**src/rtl/pipeline_stall_ctrl_pkg.sv**
```systemverilog
// Shared types and constants for the pipeline stall/sequencing controller.
package pipeline_stall_ctrl_pkg;

    typedef logic [4:0] stall_t;

    localparam int unsigned STALL_PC  = 0;
    localparam int unsigned STALL_IF  = 1;
    localparam int unsigned STALL_ID  = 2;
    localparam int unsigned STALL_EXE = 3;
    localparam int unsigned STALL_MEM = 4;

    localparam stall_t STALL_NONE     = 5'b00000;
    localparam stall_t STALL_LOAD_USE = 5'b00111;
    localparam stall_t STALL_DIV      = 5'b01111;

    localparam logic [4:0] REG_ZERO = 5'd0;

    typedef enum logic [1:0] {
        DIV_IDLE,
        DIV_RUN,
        DIV_DONE
    } div_state_enum;

    function automatic logic reg_hit(input logic re, input logic [4:0] ra, input logic [4:0] wa);
        return re && (ra == wa);
    endfunction

endpackage

```
**src/rtl/pipeline_stall_ctrl_if.sv**
```systemverilog
// Decode/EXE hazard inputs and per-stage stall controls of the stall controller.
interface pipeline_stall_ctrl_if;
    import pipeline_stall_ctrl_pkg::*;

    logic       id_i_rfre1;
    logic [4:0] id_i_rfra1;
    logic       id_i_rfre2;
    logic [4:0] id_i_rfra2;
    logic       exe_i_dm2rf;
    logic       exe_i_rfwe;
    logic [4:0] exe_i_rfwa;
    logic       exe_i_div_req;
    stall_t     stall;
    logic       idexe_bubble;
    logic       div_init;
    logic       div_step;
    logic       div_done;

    modport master (
        output id_i_rfre1, id_i_rfra1, id_i_rfre2, id_i_rfra2,
        output exe_i_dm2rf, exe_i_rfwe, exe_i_rfwa, exe_i_div_req,
        input  stall, idexe_bubble, div_init, div_step, div_done
    );

    modport slave (
        input  id_i_rfre1, id_i_rfra1, id_i_rfre2, id_i_rfra2,
        input  exe_i_dm2rf, exe_i_rfwe, exe_i_rfwa, exe_i_div_req,
        output stall, idexe_bubble, div_init, div_step, div_done
    );

endinterface

```
**src/rtl/pipeline_stall_ctrl_div_seq.sv**
```systemverilog
// Sequencer for the iterative divider: init pulse, DIV_CYCLES steps, then one done cycle.
module pipeline_stall_ctrl_div_seq
    import pipeline_stall_ctrl_pkg::*;
#(
    parameter int unsigned DIV_CYCLES = 32
) (
    input  logic cpu_clk,
    input  logic cpu_rst,
    input  logic div_req,
    output logic idle,
    output logic div_init,
    output logic div_step,
    output logic div_done,
    output logic busy
);

    localparam int unsigned CntW = (DIV_CYCLES > 1) ? $clog2(DIV_CYCLES) : 1;
    localparam logic [CntW-1:0] CntLast = CntW'(DIV_CYCLES - 1);

    div_state_enum   state_q;
    logic [CntW-1:0] cnt_q;

    always_ff @(posedge cpu_clk) begin
        if (cpu_rst) begin
            state_q <= DIV_IDLE;
            cnt_q   <= '0;
        end else begin
            case (state_q)
                DIV_IDLE: begin
                    if (div_req) begin
                        state_q <= DIV_RUN;
                        cnt_q   <= '0;
                    end
                end
                DIV_RUN: begin
                    if (cnt_q == CntLast) begin
                        state_q <= DIV_DONE;
                        cnt_q   <= '0;
                    end else begin
                        cnt_q <= cnt_q + 1'b1;
                    end
                end
                // The DIV leaves EXE here, so the request is never re-sampled for it.
                DIV_DONE: state_q <= DIV_IDLE;
                default:  state_q <= DIV_IDLE;
            endcase
        end
    end

    // Outputs are forced low during reset so a mid-divide reset emits nothing.
    always_comb begin
        idle     = !cpu_rst && (state_q == DIV_IDLE);
        div_init = idle && div_req;
        div_step = !cpu_rst && (state_q == DIV_RUN);
        div_done = !cpu_rst && (state_q == DIV_DONE);
        busy     = div_init || div_step;
    end

endmodule

```
**src/rtl/pipeline_stall_ctrl.sv**
```systemverilog
// Pipeline stall controller: load-use bubble insertion, divider sequencing and a
// saturating stalled-cycle counter.
module pipeline_stall_ctrl
    import pipeline_stall_ctrl_pkg::*;
#(
    parameter int unsigned DIV_CYCLES = 32,
    parameter int unsigned CNT_W      = 32
) (
    input  logic                 cpu_clk,
    input  logic                 cpu_rst,
    pipeline_stall_ctrl_if.slave ctrl,
    output logic [CNT_W-1:0]     perf_stall_cnt
);

    logic       div_idle;
    logic       div_init;
    logic       div_step;
    logic       div_done;
    logic       div_busy;
    logic       lu_hit;
    logic       load_use;
    stall_t     stall;
    logic [CNT_W-1:0] perf_q;

    pipeline_stall_ctrl_div_seq #(
        .DIV_CYCLES (DIV_CYCLES)
    ) u_div_seq (
        .cpu_clk  (cpu_clk),
        .cpu_rst  (cpu_rst),
        .div_req  (ctrl.exe_i_div_req),
        .idle     (div_idle),
        .div_init (div_init),
        .div_step (div_step),
        .div_done (div_done),
        .busy     (div_busy)
    );

    always_comb begin
        lu_hit = ctrl.exe_i_dm2rf && ctrl.exe_i_rfwe && (ctrl.exe_i_rfwa != REG_ZERO) &&
                 (reg_hit(ctrl.id_i_rfre1, ctrl.id_i_rfra1, ctrl.exe_i_rfwa) ||
                  reg_hit(ctrl.id_i_rfre2, ctrl.id_i_rfra2, ctrl.exe_i_rfwa));
        // A divide request takes precedence over any load-use match in the same cycle.
        load_use = div_idle && !ctrl.exe_i_div_req && lu_hit;

        stall = STALL_NONE;
        if (div_busy) begin
            stall = STALL_DIV;
        end else if (load_use) begin
            stall = STALL_LOAD_USE;
        end
    end

    assign ctrl.stall        = stall;
    assign ctrl.idexe_bubble = load_use;
    assign ctrl.div_init     = div_init;
    assign ctrl.div_step     = div_step;
    assign ctrl.div_done     = div_done;

    always_ff @(posedge cpu_clk) begin
        if (cpu_rst) begin
            perf_q <= '0;
        end else if (stall[STALL_PC] && (perf_q != '1)) begin
            perf_q <= perf_q + 1'b1;
        end
    end

    assign perf_stall_cnt = perf_q;

endmodule

```
**src/flat_wrapper.sv**
```systemverilog
// flat-port wrapper written by rule: the top's interface ports become plain ports
module pipeline_stall_ctrl_flat import pipeline_stall_ctrl_pkg::*;
#(
    parameter int unsigned DIV_CYCLES = 32,
    parameter int unsigned CNT_W      = 32
)
  (cpu_clk, cpu_rst, perf_stall_cnt, ctrl_id_i_rfre1, ctrl_id_i_rfra1, ctrl_id_i_rfre2, ctrl_id_i_rfra2, ctrl_exe_i_dm2rf, ctrl_exe_i_rfwe, ctrl_exe_i_rfwa, ctrl_exe_i_div_req, ctrl_stall, ctrl_idexe_bubble, ctrl_div_init, ctrl_div_step, ctrl_div_done);
  pipeline_stall_ctrl_if ctrl_i ();
  input  logic cpu_clk;
  input  logic cpu_rst;
  output logic [CNT_W-1:0] perf_stall_cnt;
  input wire logic [$bits(ctrl_i.id_i_rfre1)-1:0] ctrl_id_i_rfre1;
  input wire logic [$bits(ctrl_i.id_i_rfra1)-1:0] ctrl_id_i_rfra1;
  input wire logic [$bits(ctrl_i.id_i_rfre2)-1:0] ctrl_id_i_rfre2;
  input wire logic [$bits(ctrl_i.id_i_rfra2)-1:0] ctrl_id_i_rfra2;
  input wire logic [$bits(ctrl_i.exe_i_dm2rf)-1:0] ctrl_exe_i_dm2rf;
  input wire logic [$bits(ctrl_i.exe_i_rfwe)-1:0] ctrl_exe_i_rfwe;
  input wire logic [$bits(ctrl_i.exe_i_rfwa)-1:0] ctrl_exe_i_rfwa;
  input wire logic [$bits(ctrl_i.exe_i_div_req)-1:0] ctrl_exe_i_div_req;
  output wire logic [$bits(ctrl_i.stall)-1:0] ctrl_stall;
  output wire logic [$bits(ctrl_i.idexe_bubble)-1:0] ctrl_idexe_bubble;
  output wire logic [$bits(ctrl_i.div_init)-1:0] ctrl_div_init;
  output wire logic [$bits(ctrl_i.div_step)-1:0] ctrl_div_step;
  output wire logic [$bits(ctrl_i.div_done)-1:0] ctrl_div_done;
  assign ctrl_i.id_i_rfre1 = ctrl_id_i_rfre1;
  assign ctrl_i.id_i_rfra1 = ctrl_id_i_rfra1;
  assign ctrl_i.id_i_rfre2 = ctrl_id_i_rfre2;
  assign ctrl_i.id_i_rfra2 = ctrl_id_i_rfra2;
  assign ctrl_i.exe_i_dm2rf = ctrl_exe_i_dm2rf;
  assign ctrl_i.exe_i_rfwe = ctrl_exe_i_rfwe;
  assign ctrl_i.exe_i_rfwa = ctrl_exe_i_rfwa;
  assign ctrl_i.exe_i_div_req = ctrl_exe_i_div_req;
  assign ctrl_stall = ctrl_i.stall;
  assign ctrl_idexe_bubble = ctrl_i.idexe_bubble;
  assign ctrl_div_init = ctrl_i.div_init;
  assign ctrl_div_step = ctrl_i.div_step;
  assign ctrl_div_done = ctrl_i.div_done;
  pipeline_stall_ctrl #(.DIV_CYCLES(DIV_CYCLES), .CNT_W(CNT_W)) u_core (.cpu_clk(cpu_clk), .cpu_rst(cpu_rst), .ctrl(ctrl_i), .perf_stall_cnt(perf_stall_cnt));
endmodule
```
**config.mk**
```make
export PLATFORM = sky130hd
export DESIGN_NAME = pipeline_stall_ctrl_flat
export DESIGN_NICKNAME = d
export VERILOG_FILES = /design/src/rtl/pipeline_stall_ctrl_pkg.sv /design/src/rtl/pipeline_stall_ctrl_if.sv /design/src/rtl/pipeline_stall_ctrl_div_seq.sv /design/src/rtl/pipeline_stall_ctrl.sv /design/src/flat_wrapper.sv
export SDC_FILE = /design/constraint.sdc
export NUM_CORES = 1
export LEC_CHECK = 0
export BUFFER_PORTS_ARGS = -buffer_cell sky130_fd_sc_hd__buf_2
export CAP_MARGIN = 20
export CORE_MARGIN = 2
export CORE_UTILIZATION = 35
export CTS_CLUSTER_SIZE = 10
export DETAILED_ROUTE_END_ITERATION = 7
export PLACE_DENSITY_LB_ADDON = 0.3
export SLEW_MARGIN = 20
export SYNTH_ARGS = -nofsm -noshare
export SYNTH_HDL_FRONTEND = slang
export SYNTH_SLANG_ARGS = --single-unit
```
**constraint.sdc**
```tcl
create_clock -name cpu_clk -period 2.1 [get_ports cpu_clk]
set_input_delay 0.42 -clock cpu_clk [delete_from_list [all_inputs] [get_ports cpu_clk]]
set_output_delay 0.42 -clock cpu_clk [all_outputs]
set_load 0.02 [all_outputs]
```
-- Word-level counts from Yosys, hierarchy flattened
Cells that the tools add are included.
- input bits: 22
- logic and storage cells: 42
- register bits after elaboration: 39
- output and inout bits: 41
- reductions and logical operators: 21
- equality and inequality tests: 8
- add/subtract/negate cells: 2
- multiplexer cells: 8
- operators by type and width (operator ; count):
    32-bit by 1-bit adder with 32-bit output, second input constant ; 1
    32-bit inequality test, second input constant ; 1
    5-bit two-way mux ; 3
    1-bit logical AND ; 12
    5-bit equality test ; 2
    5-bit one-hot mux with 2 select lines ; 1
    5-bit by 1-bit adder with 5-bit output, second input constant ; 1
    5-bit equality test, second input constant ; 1
    5-bit nonzero test ; 1
    2-bit two-way mux ; 2
    2-bit inequality test, second input constant ; 2
    2-bit one-hot mux with 2 select lines ; 1
    2-bit AND reduction ; 2
    3-bit two-way mux ; 1
    2-bit by 1-bit equality test with 1-bit output, second input constant ; 1
    2-bit equality test, second input constant ; 1
    1-bit logical NOT ; 2
    2-bit logical NOT ; 1
    1-bit logical OR ; 2
    2-bit nonzero test ; 1

-- Depth between registers and ports, before layout
Gate-level depths: netlist (run 1).
- depth in word-level cells: 8
- mapped depth: 8

-- Hierarchy
From an unflattened synthesis (run 1), not the netlist that was laid out.
- cell total of the unflattened synthesis: 266
- area, all modules: 2263.4 sq um
- by module, submodules not included (module ; sequential area each (sq um) ; area an instance (sq um) ; times used ; cells an instance):
    pipeline_stall_ctrl ; 640.6 ; 1910.6 ; 1 ; 227
    pipeline_stall_ctrl_div_seq ; 140.1 ; 352.8 ; 1 ; 39

-- Worst setup path before layout (run 1)
Ideal clock, no wire load.
- path type: input -> register
- start point: input ctrl_exe_i_rfwa[0]
- end point: register u_core.perf_q[22], in the netlist u_core.perf_stall_cnt[22]
- stages: 6
- data arrival time: 2.054 ns
- path slack: -0.076 ns
- setup time: 0.121 ns
- cells stage by stage: or4_1 > o211a_1 > a21oi_4 > inv_2 > and4_1 > mux2_4
- word-level cells in the longest chain between the ends: 8
- ends and longest elaborated chain (item ; RTL line ; text):
    start: declaration ; flat_wrapper.sv:18 ; input wire logic [$bits(ctrl_i.exe_i_rfwa)-1:0] ctrl_exe_i_rfwa;
    5-bit equality test ; pipeline_stall_ctrl_pkg.sv:25 ; return re && (ra == wa);
    1-bit logical AND ; pipeline_stall_ctrl_pkg.sv:25 ;
    1-bit logical OR ; pipeline_stall_ctrl.sv:40 ; (reg_hit(ctrl.id_i_rfre1, ctrl.id_i_rfra1, ctrl.exe_i_rfwa) ||
    1-bit logical AND * ; pipeline_stall_ctrl.sv:39 ; lu_hit = ctrl.exe_i_dm2rf && ctrl.exe_i_rfwe && (ctrl.exe_i_rfwa != REG_ZERO) &&
    1-bit logical AND * ; pipeline_stall_ctrl.sv:43 ; load_use = div_idle && !ctrl.exe_i_div_req && lu_hit;
    3-bit two-way mux * ; pipeline_stall_ctrl.sv:48 ; end else if (load_use) begin
    5-bit two-way mux * ; pipeline_stall_ctrl.sv:46 ; if (div_busy) begin
    via ctrl_stall[0] ; flat_wrapper.sv:20 ; output wire logic [$bits(ctrl_i.stall)-1:0] ctrl_stall;
    1-bit logical AND * ; pipeline_stall_ctrl.sv:62 ; end else if (stall[STALL_PC] && (perf_q != '1)) begin
    end signal: assignment ; pipeline_stall_ctrl.sv:63 ; perf_q <= perf_q + 1'b1;
    end: declaration ; pipeline_stall_ctrl.sv:23 ; logic [CNT_W-1:0] perf_q;
Mark *: on every way through the listed nets, which the timed path passes. The rest lies on a longest branch.
A chain may end at the register's enable or synchronous reset.

-- Worst setup path in the final report (run 1)
- start point: input ctrl_exe_i_rfwa[4]
- end point: output ctrl_idexe_bubble
- word-level cells in the longest chain between the ends: 5
- ends and longest elaborated chain (item ; RTL line ; text):
    5-bit equality test ; pipeline_stall_ctrl_pkg.sv:25 ;
    1-bit logical AND ; pipeline_stall_ctrl_pkg.sv:25 ;
    1-bit logical OR ; pipeline_stall_ctrl.sv:40 ;
    1-bit logical AND * ; pipeline_stall_ctrl.sv:39 ;
    1-bit logical AND * ; pipeline_stall_ctrl.sv:43 ;
    end: declaration ; flat_wrapper.sv:21 ; output wire logic [$bits(ctrl_i.idexe_bubble)-1:0] ctrl_idexe_bubble;
Mark *: on every way between the ends. The rest lies on a longest branch, timed or not.

==> results.md, run 1 <==
- Syn. warnings: 0
- LEAKAGE: about 1.4 nW
- Max Clk Rate: ~480 MHz
- Final WS setup: a little under 4 ps
- Part of the power in registers: 51.6%
- CP bufs+invs: 3
- Nets: approximately 420
- CP top delay family: simple AND/OR/NAND/NOR gates
- Synth Instances: 282
- Int Pwr: around 1.1 mW
- Crit path kind: input pin to primary output
- Data arrival, critical path: approximately 1700 ps
- Final worst path period share: between 90% and 100%
- Die area: roughly 0.0074 mm²
- First-pass GRT wire length: 10.65 mm
- Antenna cells: 0
- Max cap viols: 0
- Max-slew violations: 0
- CP peak stage delay: ~530 ps
- Period minus WS final: 2096 ps
- CTS tree: yes
- Mux cell area share after synthesis: ~3.5%
- Vias in the first global route: about 2300
- All-layer global routing usage: around 17%
- Final Setup Violations: 0
- Routability cong.: about 0.84
- Syn nets: 307
- RSZ-0062 raised after global routing: true
- Die Span Y: between 80 and 90 µm
- DR iter-0 viols: between 150 and 200
- Psw: 385.9 µW
- CTS clk-pin slew, worst paths: ~70 ps
- Fraction of layout cells with a size suffix above 1: between 40% and 50%
- Dpl hpwl: between 4 and 5 mm
- Worst Setup Start Kind: input pin
- Post-route DRC violation count: 0
- Largest family of logic cells by synthesized area: simple AND/OR/NAND/NOR gates
- CTS Buf Count: 5
- Total wire length: around 6.5 mm
- Port bufs: 61
- CP dominant cell by count: buf_6
- Antenna Nets Post-Route: 0
- Drt pass-1 iters: 4
- Area Growth Syn to Fin: 41.46%
- Root Buffer: clkbuf_8
- Initial antenna violation count: 0
- Worst Path Max Fanout: 2
- Filler Cells Inserted: 620
- Synth Area in XOR/XNOR: between 4 and 5%
- Register area share after synthesis: around a third
- Vias after detailed routing: 2501
- Clock Power Share: roughly 34%
- Layout Skew: 6.099 ps
- Number of vias per cell: approximately 5.3
- Synth Area in Compound Gates: approximately a fifth
- PD cells: between 400 and 500 mW/mm²
- Clk buf depth: 2
- Overall Power: between 1 and 1.5 mW
- Average wire per standard cell: approximately 14 µm
- Clk Latency, worst-skew pair: roughly 290 ps
- Worst hold margin: a little under 500 ps
- Combinational Power Share: around 15%
- Placement Setup Slack: -169.9 ps
- Switching share of total power: roughly a quarter
- Post-synth EDFFs: 0
- Slowest-stage cell, CP: or4_4
- Post-Syn Area: about 0.0024 mm²
- Final Hold Fails: 0
- Max VDD drop: around 270 µV
- Largest net degree at the start of global routing: between 40 and 50
- Sink Count: 39
- Worst Path Required: ~1700 ps
- Synth Area in Simple Gates: between 30% and 40%
- Initial Util: a little over a third
- Dpl cell area: 0.003084 mm²
- CTS HTree Levels: 2
- Adder-Cell Fraction of Synth Area: about 1.6%
- I/O pin count: 63
- Top_reg_cell synth: dfxtp_1
- Worst hold path type: input pin to register
- Grt ovf: 0
- Cell area after layout: around 0.0033 mm²
- Outcome: finished clean
- Syn Area/Cell: roughly 8.4 µm²
- Synth Register Bits: 39
- Critical path capture point type: primary output
- Synth cell types: between 50 and 60
- Rows: 29
- Setup_tns: 0 ps
- Core ar.: between 0.006 and 0.007 mm²
- CTS Hold Buffers Added: 0
- Chip width: between 80 and 90 µm
- Crit-path cells: buf_8, or4_4, o211a_4, buf_6, and2_4, buf_6
- FFs w/ async S/R, synth: 0%
[worst paths after layout]
| check | start | end | slack, ps | depth (start not counted) |
|---|---|---|---|---|
| worst max-delay path | ctrl_exe_i_rfwa[4] | ctrl_idexe_bubble | 4 | 6 |
| worst min-delay path | ctrl_exe_i_div_req | u_core.u_div_seq.state_q[0] | 480 | 3 |
| worst max register to register | u_core.perf_stall_cnt[2] | u_core.perf_stall_cnt[18] | 50 | 8 |
| worst min register to register | u_core.u_div_seq.cnt_q[3] | u_core.u_div_seq.cnt_q[3] | 490 | 2 |
[layout by cell type, fill, tap and decap left out, types with 2 or more instances in the layout]
cell | netlist | routed
buf_2 | 2 | 55
buf_4 | 7 | 54
dfxtp_1 | 39 | 33
nor2_1 | 25 | 25
nand2_1 | 22 | 22
a21oi_1 | 21 | 18
o31ai_1 | 16 | 16
or4_1 | 19 | 16
nand3_1 | 13 | 13
nand4_1 | 12 | 12
xnor2_1 | 11 | 11
buf_6 | 1 | 10
nor2b_1 | 6 | 6
mux2_2 | 6 | 6
o21ai_0 | 6 | 6
dfxtp_2 | 0 | 6
and2_1 | 6 | 5
inv_1 | 5 | 5
clkbuf_8 | 0 | 5
or3_1 | 4 | 4
o311ai_0 | 4 | 4
or4_4 | 0 | 3
nand2b_1 | 3 | 3
and4_1 | 4 | 3
a21oi_2 | 0 | 3
ha_1 | 3 | 3
clkinv_2 | 0 | 3
and3_1 | 2 | 2
nand4_2 | 2 | 2
nor4_2 | 0 | 2
or2_4 | 1 | 2
nor4b_2 | 1 | 2
nor3b_2 | 0 | 2
or2_2 | 3 | 2
o41ai_1 | 2 | 2
a22o_1 | 2 | 2
nor3_1 | 3 | 2
[registers in the layout, summed over array words and instances (netlist names)]
register	count
u_core.perf_stall_cnt	32
u_core.u_div_seq.cnt_q	5
u_core.u_div_seq.state_q	2
[cell type report]
cell class                 instances  area, µm²  area share [%]
multi-input combinational        220       1545           46.17
clock buffer                       5      68.82           2.056
sequential                        39      788.3           23.55
timing repair buffer             120      808.3           24.15
clock inverter                     3      15.01          0.4486
tap                               77      96.34           2.879
inverter                           6      25.02          0.7477
[power by group through the flow]
| stage | Sequential, mW | Clock, mW | Combinational [mW] |
|---|---|---|---|
| after global routing | 0.756 | 0.540 | 0.237 |
| after floorplan | 0.776 | 0 | 0.118 |
| after global placement | 0.771 | 0 | 0.190 |
| after detailed placement | 0.771 | 0 | 0.193 |
| final | 0.754 | 0.490 | 0.217 |
| after CTS | 0.753 | 0.509 | 0.208 |
[routing by layer]
| layer | routed length, µm | vias to the layer above | GRT usage [%] |
|---|---|---|---|
| met1 | 3132 | 1170 | 24.63 |
| met3 | 287 | 4 | 3.619 |
| met2 | 3017 | 49 | 27.41 |
| met4 | 50 | 0 | 4.403 |
| li1 | - | 1278 | - |
| met5 | 0 | - | 0 |
[timing repair]
action | CTS | global route
resized for setup | 17 | 20
setup buffers | 3 | 2
pin swaps | 4 | 12
setup endpoints to repair | 7 | 22
[cells in the mapped netlist, types with 2 or more instances]
cell      count  share of area (%)
nand2_1      22                3.5
nand2b_1      3               0.79
and4_1        4                1.5
nand3_1      13                2.7
or2_2         3               0.79
inv_1         5               0.79
clkbuf_1      6               0.95
o31ai_1      16                5.1
and2_1        6                1.6
nor2_1       25                4.0
or3_1         4                1.1
a22o_1        2               0.74
nor2b_1       6                1.6
and3_1        2               0.53
xnor2_1      11                4.1
nor3_1        3               0.63
buf_2         2               0.42
ha_1          3                1.6
o41ai_1       2               0.74
nand4_2       2                1.1
o311ai_0      4                1.5
nor3b_1       3               0.95
buf_4         7                2.2
nand4_1      12                3.2
dfxtp_1      39                 33
nor4_1        3               0.79
mux2_2        6                2.9
or4_1        19                6.0
a21oi_1      21                4.4
o21ai_0       6                1.3
[through the flow]
stage | utilization [%] | cells
floorplan | - | 282
global placement | 47.75 | 457
detailed placement | 47.75 | 457
CTS | 50.39 | 468
global route | 51.82 | 470
finish | 51.82 | 470
[cell families (layout without fill, tap and decap cells)]
family,Yosys count,in the layout
AO/OA/AOI/OAI,62,62
AND/OR/NAND/NOR,135,135
adder cells (fa/ha/maj),3,3
buffers and inverters,23,134
multiplexers,7,7
XOR/XNOR,12,12
flip-flops,39,39
other,1,1
[worst min-delay path, cell delays in order]
cell and delay [ps]:
buf_2 90, and2_1 130, nand2b_1 100
No activity file was read; power rests on OpenSTA's default activity.
==> run 2: changes to the inputs <==
- ABC_AREA: not set -> 1
==> run 2 against run 1 <==
Net effect:
- count of clock-buffer cells in the layout rose by 1
- die area rose by 19%
- sequential share of layout area fell by 0.43 points
- final cell count rose by 40%
- global-route usage rose by 1.4 points
- critical path depth rose by 1
- cell area rose by 1.2%
- hold slack got worse by 24 ps
- non-clock buffer count fell by 48
==> results.md, run 2 <==
- Finished Core Util: 43.40% (was 51.82%)
- Dpl hpwl: 6.045 mm (was 4.828 mm)
- Number of vias per cell: 4.615 (was 5.321)
- Final Hold Fails: 0 (unchanged)
- Max cap viols: 0 (unchanged)
- Largest area contributor in the netlist: dfxtp_1 (unchanged)
- Outcome: finished clean (unchanged)
- Vias in the first global route: 2912 (was 2304)
- Initial antenna violation count: 0 (unchanged)
- CTS Hold Buffers Added: 0 (unchanged)
- Root Buffer: clkbuf_8 (unchanged)
- Worst r2r path cells: 10 (was 8)
- Die area: 0.008870 mm² (was 0.007434 mm²)
- Max VDD drop: 261.4 µV (was 267.2 µV)
- Synth cell types: 27 (was 52)
- Psw: 667.0 µW (was 385.9 µW)
- Largest net degree at the start of global routing: 29 (was 44)
- DR iter-0 viols: 148 (was 177)
- Register area share after synthesis: 27.43% (was 33.00%)
- CTS Buf Count: 5 (unchanged)
- LEAKAGE: 1.727 nW (was 1.382 nW)
- RSZ-0062 raised after global routing: true (unchanged)
- Final WS setup: 144.1 ps (was 3.904 ps)
- Worst Path Required: 1680 ps (about the same)
- All-layer global routing usage: 18.88% (was 17.48%)
- Synth cell count leaders: nand2_1, nor2_1, inv_1 (was dfxtp_1, nor2_1, nand2_1)
- Synth Instances: 496 (was 282)
- First-pass GRT wire length: 13.36 mm (was 10.65 mm)
- Syn. warnings: 0 (unchanged)
- I/O pin count: 63 (unchanged)
- Max Clk Rate: 511.3 MHz (was 477.1 MHz)
- Antenna Nets Post-Route: 0 (unchanged)
- Routability cong.: 0.9250 (was 0.8369)
- Top_reg_cell synth: dfxtp_1 (unchanged)
- FFs w/ async S/R, synth: 0% (unchanged)
- Sink Count: 39 (unchanged)
- Clk buf depth: 2 (unchanged)
- Clk Latency, worst-skew pair: 300 ps (was 290 ps)
- Setup_tns: 0 ps (unchanged)
- Int Pwr: 1.356 mW (was 1.074 mW)
- WHS Path Cells: 3 (unchanged)
- Chip width: 94.18 µm (was 86.22 µm)
- Syn Area/Cell: 5.739 µm² (was 8.390 µm²)
- Largest family of logic cells by synthesized area: simple AND/OR/NAND/NOR gates (unchanged)
- Total wire length: 7.792 mm (was 6.488 mm)
- Synth top area cells: dfxtp_1, nand2_1, nor2_1, inv_1, nand3_1 (was dfxtp_1, or4_1, o31ai_1, a21oi_1, xnor2_1)
- Final worst path period share: 93.14% (was 99.81%)
- Fraction of layout cells with a size suffix above 1: 16.49% (was 43.77%)
- Layout Skew: 5.778 ps (was 6.099 ps)
- Adder-Cell Fraction of Synth Area: 1.319% (was 1.586%)
- Final Setup Violations: 0 (unchanged)
- Period minus WS final: 1956 ps (was 2096 ps)
- Commonest non-fill, non-tap cell in the layout: nand2_1 (was buf_2)
- CTS clk-pin slew, worst paths: 80 ps (was 70 ps)
- Average wire per standard cell: 11.81 µm (was 13.80 µm)
- Placement Setup Slack: 109.1 ps (was -169.9 ps)
- Part of the power in registers: 43.4% (was 51.6%)
- Worst Setup Start Kind: register (was input pin)
- Rows: 32 (was 29)
- Top cell type's share of synthesized area: 27.43% (was 33.00%)
- Post-Syn Area: 0.002846 mm² (was 0.002366 mm²)
- Antenna cells: 0 (unchanged)
- CTS HTree Levels: 2 (unchanged)
- Drt pass-1 iters: 4 (unchanged)
- Clock Power Share: 33.5% (about the same)
- Commonest non-fill, non-tap cells in the layout: nand2_1, nor2_1, inv_1 (was buf_2, buf_4, dfxtp_1)
- Grt ovf: 0 (unchanged)
- CP peak stage delay: 370 ps (was 530 ps)
- Max-slew violations: 0 (unchanged)
- Syn nets: 521 (was 307)
- Switching share of total power: 32.97% (was 26.43%)
- Combinational Power Share: 23.1% (was 14.8%)
- Critical path capture point type: primary output (unchanged)
- Nets: 582 (was 417)
- Synth Area in XOR/XNOR: 5.231% (was 4.442%)
- Worst Path Max Fanout: 8 (was 2)
- PD cells: 597.1 mW/mm² (was 436.3 mW/mm²)
- Mux cell area share after synthesis: 0% (was 3.490%)
- Post-synth EDFFs: 0 (unchanged)
- Largest register FFs: 32 (unchanged)
- Crit-path cells: inv_1, nor2_1, inv_1, nand2_1, nand2_1, nand2_4, buf_2 (was buf_8, or4_4, o211a_4, buf_6, and2_4, buf_6)
- Port bufs: 61 (unchanged)
- Synth Register Bits: 39 (unchanged)
- Die Span Y: 94.18 µm (was 86.22 µm)
- Worst hold path type: input pin to register (unchanged)
- Initial Util: 36.46% (was 36.63%)
- Data arrival, critical path: 1540 ps (was 1680 ps)
- Vias after detailed routing: 3046 (was 2501)
- Crit path kind: register to primary output (was input pin to primary output)
- Post-route DRC violation count: 0 (unchanged)
- Synth Area in Simple Gates: 49.49% (was 33.10%)
- CTS tree: yes (unchanged)
- Core ar.: 0.007807 mm² (was 0.006459 mm²)
- Cell with the most instances after synthesis: nand2_1 (was dfxtp_1)
- Area Growth Syn to Fin: 19.03% (was 41.46%)
- Slowest-stage cell, CP: dfxtp_1 (was or4_4)
- Synth Area in Compound Gates: 4.396% (was 19.04%)
## run 2: what timing repair did
action                                  CTS  global route
pin swaps                                 0             1
setup buffers                             0             2
gates resized for setup                   1             6
endpoints found under the setup margin    3            33
## run 2: cell type report
class | count | area [µm²]
clock buffers | 6 | 82.58
inverters | 62 | 232.7
well taps | 102 | 127.6
flip-flops and latches | 39 | 783.3
repair buffers | 72 | 387.9
fillers | 874 | 4419
clock inverters | 2 | 35.03
multi-input cells | 377 | 1739
## run 2: worst max-delay path: cells and delay by family (launching register included)
family / cells / cell delay (ps)
flip-flops: 1 / 370
AND/OR/NAND/NOR: 4 / 530
buffers and inverters: 3 / 330
## run 2: cell families after synthesis
logic type      after synthesis
other cells                   1
flops                        39
buf+inv                      80
simple gates                333
xor+xnor                     17
compound gates               23
fa+ha+maj                     3
## run 2: final timing paths
| kind | from | to | slack [ps] |
|---|---|---|---|
| setup / recovery | u_core.u_div_seq.state_q[0] | ctrl_stall[2] | 140 |
| hold / removal | ctrl_exe_i_div_req | u_core.u_div_seq.state_q[0] | 460 |
| setup reg to reg | u_core.perf_stall_cnt[1] | u_core.perf_stall_cnt[20] | 200 |
| hold reg to reg | u_core.u_div_seq.cnt_q[0] | u_core.u_div_seq.cnt_q[0] | 490 |
## run 2: metrics by stage
stage / total power [mW] / instance area, µm² / std cells / hold slack (ps)
after floorplan: 1.214 / 2846 / 496 / 447.5
after global placement: 1.353 / 3238 / 650 / 466.5
after detailed placement: 1.360 / 3238 / 650 / 478.0
after CTS: 2.039 / 3358 / 658 / 455.5
after global routing: 2.132 / 3388 / 660 / 478.3
final: 2.023 / 3388 / 660 / 456.5
## run 2: power by group through the flow
stage	logic (mW)	clock network, mW	registers, mW
after global placement	0.459	0	0.893
after global routing	0.531	0.712	0.889
final	0.467	0.678	0.878
after CTS	0.469	0.693	0.877
after floorplan	0.277	0	0.937
after detailed placement	0.466	0	0.894
## run 2: metal layers
metal	routed length (µm)	vias up	GRT usage (%)
met4	81	0	4.952
met5	0	-	0
met1	3669	1344	24.66
met3	424	5	2.729
met2	3615	70	32.44
li1	-	1627	-
